**config.mk**
```make
export PLATFORM = sky130hd
export DESIGN_NAME = spi_display_cmd
export DESIGN_NICKNAME = d
export VERILOG_FILES = /design/src/rtl/spi_display_cmd.sv
export SDC_FILE = /design/constraint.sdc
export NUM_CORES = 1
export LEC_CHECK = 0
export CAP_MARGIN = 30
export CORE_UTILIZATION = 30
export DETAILED_ROUTE_END_ITERATION = 10
export PLACE_DENSITY = 0.55
export SLEW_MARGIN = 10
export SYNTH_ARGS = -nofsm -noshare
export SYNTH_HDL_FRONTEND = slang
export SYNTH_SLANG_ARGS = --single-unit
export TNS_END_PERCENT = 30
```
**constraint.sdc**
```tcl
create_clock -name clk -period 2 [get_ports clk]
set_input_delay 0.3 -clock clk [delete_from_list [all_inputs] [get_ports clk]]
set_output_delay 0.3 -clock clk [all_outputs]
set_load 0.02 [all_outputs]
```
**src/rtl/spi_display_cmd.sv**
```systemverilog
// Command decoder between the SPI byte interface and the 4-digit display driver.
// Owns the digit/colon registers and returns one response byte per received byte.
module spi_display_cmd #(
    parameter logic [7:0] ACK_BYTE = 8'hA5,
    parameter logic [7:0] ERR_BYTE = 8'hEE
) (
    input  logic       clk,
    input  logic       reset,
    input  logic       rx_ready,
    input  logic [7:0] rx,
    input  logic       spi_cs,
    output logic [7:0] tx,
    output logic       tx_ready,
    output logic [3:0] digit0,
    output logic [3:0] digit1,
    output logic [3:0] digit2,
    output logic [3:0] digit3,
    output logic [1:0] colon,
    output logic [7:0] err_count
);

    // state | meaning
    // IDLE  | waiting for a command byte
    // WR1   | waiting for single-digit data byte
    // PK1   | waiting for first packed byte (digit3, digit2)
    // PK2   | waiting for second packed byte (digit1, digit0)
    typedef enum logic [1:0] {IDLE, WR1, PK1, PK2} state_t;

    state_t          state, state_n;
    logic            cs_q1, cs_s, rx_ready_q, evt, reject;
    logic [1:0]      index, index_n;
    logic [7:0]      stage, stage_n;
    logic [3:0][3:0] digits, digits_n;
    logic [1:0]      colon_n;
    logic [7:0]      tx_n, err_n;
    logic            tx_ready_n;

    assign evt    = rx_ready & ~rx_ready_q;
    assign digit0 = digits[0];
    assign digit1 = digits[1];
    assign digit2 = digits[2];
    assign digit3 = digits[3];

    always_ff @(posedge clk) begin
        if (reset) begin
            cs_q1      <= 1'b1;
            cs_s       <= 1'b1;
            rx_ready_q <= 1'b0;
            state      <= IDLE;
            index      <= 2'd0;
            stage      <= 8'h00;
            digits     <= '0;
            colon      <= 2'b11;
            tx         <= 8'h00;
            tx_ready   <= 1'b0;
            err_count  <= 8'h00;
        end else begin
            cs_q1      <= spi_cs;
            cs_s       <= cs_q1;
            rx_ready_q <= rx_ready;
            state      <= state_n;
            index      <= index_n;
            stage      <= stage_n;
            digits     <= digits_n;
            colon      <= colon_n;
            tx         <= tx_n;
            tx_ready   <= tx_ready_n;
            err_count  <= err_n;
        end
    end

    always_comb begin
        state_n    = state;
        index_n    = index;
        stage_n    = stage;
        digits_n   = digits;
        colon_n    = colon;
        tx_n       = tx;
        tx_ready_n = 1'b0;
        err_n      = err_count;
        reject     = 1'b0;

        // Deselect discards any partial command; a coincident byte is dropped.
        if (cs_s) begin
            state_n = IDLE;
        end else if (evt) begin
            tx_ready_n = 1'b1;
            tx_n       = ACK_BYTE;
            case (state)
                IDLE: begin
                    case (rx[7:4])
                        4'h1: begin
                            if (rx[3:2] == 2'b00) begin
                                index_n = rx[1:0];
                                state_n = WR1;
                            end else begin
                                reject = 1'b1;
                            end
                        end
                        4'h2: begin
                            if (rx[3:2] == 2'b00) colon_n = rx[1:0];
                            else                  reject  = 1'b1;
                        end
                        4'h3: begin
                            if (rx[3:2] == 2'b00) tx_n   = {4'h0, digits[rx[1:0]]};
                            else                  reject = 1'b1;
                        end
                        4'h5: begin
                            if (rx[3:0] == 4'h0) state_n = PK1;
                            else                 reject  = 1'b1;
                        end
                        default: reject = 1'b1;
                    endcase
                end
                WR1: begin
                    if (rx[3:0] <= 4'd9) digits_n[index] = rx[3:0];
                    else                 reject          = 1'b1;
                    state_n = IDLE;
                end
                PK1: begin
                    stage_n = rx;
                    state_n = PK2;
                end
                PK2: begin
                    if (stage[7:4] <= 4'd9 && stage[3:0] <= 4'd9 &&
                        rx[7:4] <= 4'd9 && rx[3:0] <= 4'd9)
                        digits_n = {stage[7:4], stage[3:0], rx[7:4], rx[3:0]};
                    else
                        reject = 1'b1;
                    state_n = IDLE;
                end
                default: state_n = IDLE;
            endcase
            if (reject) begin
                tx_n  = ERR_BYTE;
                err_n = (err_count == 8'hFF) ? 8'hFF : err_count + 8'd1;
            end
        end
    end

endmodule

```
==> metrics <==
Post-DP HPWL 4730 um; initial antenna violation count 0; average cell area after synthesis 9.09 sq um; routed wire length 6300 um; GP Congestion 0.812; most common cell in the synthesized netlist dfxtp_1; post-synthesis sequential area ratio 41.4%; fin crit period 1.92 ns; family with the most delay on the worst path buffers and inverters; Synth area leader dfxtp_1; area of the multi-input gates 1280 sq um; total power 1.84 mW; top post-synthesis cells by area dfxtp_1 (41%), mux2i_1 (6.5%), nor2_1 (6.2%); cell leakage power 1.16 nW; CORE AREA 7370 sq um; Final Setup Violations 0; Initial Util 31.5%; largest net degree at the start of global routing 33; post-synth top area share 41.4%; Post-CTS Setup Bufs 0; hold path start cs_q1$_SDFF_PP1_; Post-Syn Instances 255; Buffers on Ports 45; R2R setup slack 0.20 ns; CTS Buf Count 5; Net Count, Synth 268; hold_buf cts 0; row count 31; ANT cells 0; slowest CP cell clkdlybuf4s50_1; area growth from synthesis to layout 39.6%; Remaining DRCs 0; Slew Limit Fails 0; final cell count without fillers 425; Setup crit end kind register; Cell Chain, Critical Path clkdlybuf4s50_1 -> buf_4 -> o21ai_2 -> a31oi_4 -> buf_4 -> nor3_2 -> buf_4 -> buf_4 -> a311oi_1; Netlist cell types 48; Tcrit/Tclk final 96.2%; layout cells sized above 1 19.9%; Critical Setup Path Class in2reg; CTS tree built; largest stage delay on the critical path 0.60 ns; CTS Buffer Depth 2; mean number of vias per cell 4.95; Die Y 89.9 um; Initial DRC Count 95; reg2reg path depth 6; final hold vios 0; CP arrival 2.14 ns; Sinks on Clock Net 48; Hold EP cs_s$_SDFF_PP1_; ys flop type dfxtp_1; die width 89.9 um; Hold Crit Class reg2reg; Placed Instances 417; r2r startpoint cs_s$_SDFF_PP1_; vias in the first global route 2056; via count 2104; CP Max Fanout 7; CP Buf/Inv Count 5; register area 961 sq um; first-pass GRT wire length 10500 um; Worst Setup SP rx[7]; Synth Warn # 0; r2r endpoint stage[3]$_SDFFE_PP0P_; GR Overflow Total 0; fmax 520 MHz; H-tree depth 2; crit start category primary input; Seq cells post-synth 48; Final nets 338; Req. time, crit path 2.21 ns; worst hold path depth 1; peak supply drop 0.000328 V; overall global routing resource usage 16.3%; post-route ant nets 0; pwr/cell area 569 nW/um^2; Filler Cell Count 738; RSZ-0062 raised after global routing no; outcome finished clean; Post-synth top cells dfxtp_1 (48), nor2_1 (38), mux2i_1 (15); Async SR Flop Fraction 0%; Cell Area, Synth 2320 sq um; clock latency on the worst-skew pair 0.31 ns; die area 8080 sq um; I/O pin total 47; first drt pass iteration count 4; clock-pin slew on the worst setup and hold paths 0.09 ns; MaxCap Viol Count 0; worst clock skew 0.00308 ns; CTS root buffer clkbuf_8; Hold Slack 0.421 ns; Post-synth EDFFs 0; CP most frequent cell buf_4; WL per Instance 14.8 um
[layer usage]
| metal | vias up | global-route usage, % | share of wire [%] |
|---|---|---|---|
| met3 | 7 | 3.98 | 3.1 |
| li1 | 1073 | - | - |
| met4 | 0 | 4.44 | 1.5 |
| met1 | 980 | 20.7 | 47 |
| met5 | - | 0 | 0 |
| met2 | 44 | 27.6 | 48 |
[logic make-up (layout without fill, tap and decap cells)]
logic type               Yosys count  after routing  share of synthesized area [%]
AO/OA/AOI/OAI                     62             62                           19.6
adder cells (fa/ha/maj)            1              1                          0.540
buffers and inverters             25             96                           4.91
flip-flops                        48             48                           41.4
multiplexers                      20             20                           10.8
other                              1              1                          0.162
AND/OR/NAND/NOR                   98             98                           22.5
[worst reg2reg max path, cell delays in order, from the launching register on]
cell     delay (ns)
dfxtp_1        0.36
or3b_1         0.44
buf_4          0.19
or3_1          0.31
buf_4          0.19
mux2i_1        0.17
nor2_1         0.05
[layout by cell type, fill, tap and decap left out, types with 2 or more instances in the layout]
cell	count
mux4_2	4
clkbuf_8	5
nand3_1	6
nand2_1	13
nor4_1	3
a21oi_1	10
o21ai_0	10
or3_1	2
a211oi_1	11
nor2b_1	7
a22oi_1	8
nor2_1	38
mux2i_1	15
dfxtp_1	48
o2111ai_1	3
a221oi_1	4
nor3_1	6
clkdlybuf4s50_1	45
a311oi_1	6
a211o_1	2
and2_1	3
and3_1	2
inv_1	7
or2_2	2
buf_4	34
nor3_2	3
[flip-flops by register name, indices dropped and copies added (netlist names), 4 cells and up]
signal	cells
tx	6
stage	8
err_count	8
digit0	4
digit2	4
digit3	4
digit1	4
[stage by stage]
| step | setup TNS (ns) | instance area (sq um) | setup slack, ns | util [%] |
|---|---|---|---|---|
| after floorplan | 0 | 2320 | 0.146 | - |
| after global placement | -6.51 | 3090 | -0.306 | 41.9 |
| after detailed placement | -6.42 | 3090 | -0.318 | 41.9 |
| after CTS | 0 | 3200 | 0.00645 | 43.4 |
| after global routing | 0 | 3240 | 0.00269 | 43.9 |
| final | 0 | 3240 | 0.0759 | 43.9 |
[area by class of cell]
cell class                      count  share of cell area [%]
Clock buffer                        6                    2.24
Clock inverter                      2                    1.08
Inverter                            7                   0.812
Multi-Input combinational cell    182                    39.6
Sequential cell                    48                    29.7
Tap cell                           99                    3.83
Timing Repair Buffer               81                    22.8
[report_power, final]
part	total (mW)	switching [mW]	leakage (nW)	internal, mW
Combinational	0.161	0.0833	0.720	0.0778
Sequential	0.969	0.00627	0.388	0.963
Clock	0.711	0.339	0.0552	0.372
[what timing repair did]
action,4_1_cts,5_1_grt
endpoints found under the hold margin,0,0
gates resized for setup,0,9
endpoints found under the setup margin,0,9
[worst max-delay path by stage]
stage | to | slack (ns) | depth (start not counted)
after floorplan | err_count[6]$_SDFFE_PP0P_ | 0.15 | 7
after global placement | err_count[6]$_SDFFE_PP0P_ | -0.31 | 6
after detailed placement | err_count[6]$_SDFFE_PP0P_ | -0.32 | 6
after CTS | err_count[6]$_SDFFE_PP0P_ | 0.006 | 6
after global routing | err_count[6]$_SDFFE_PP0P_ | 0.003 | 6
final | digit2[2]$_SDFFE_PP0P_ | 0.08 | 9
(Power assumes the default switching activity.)
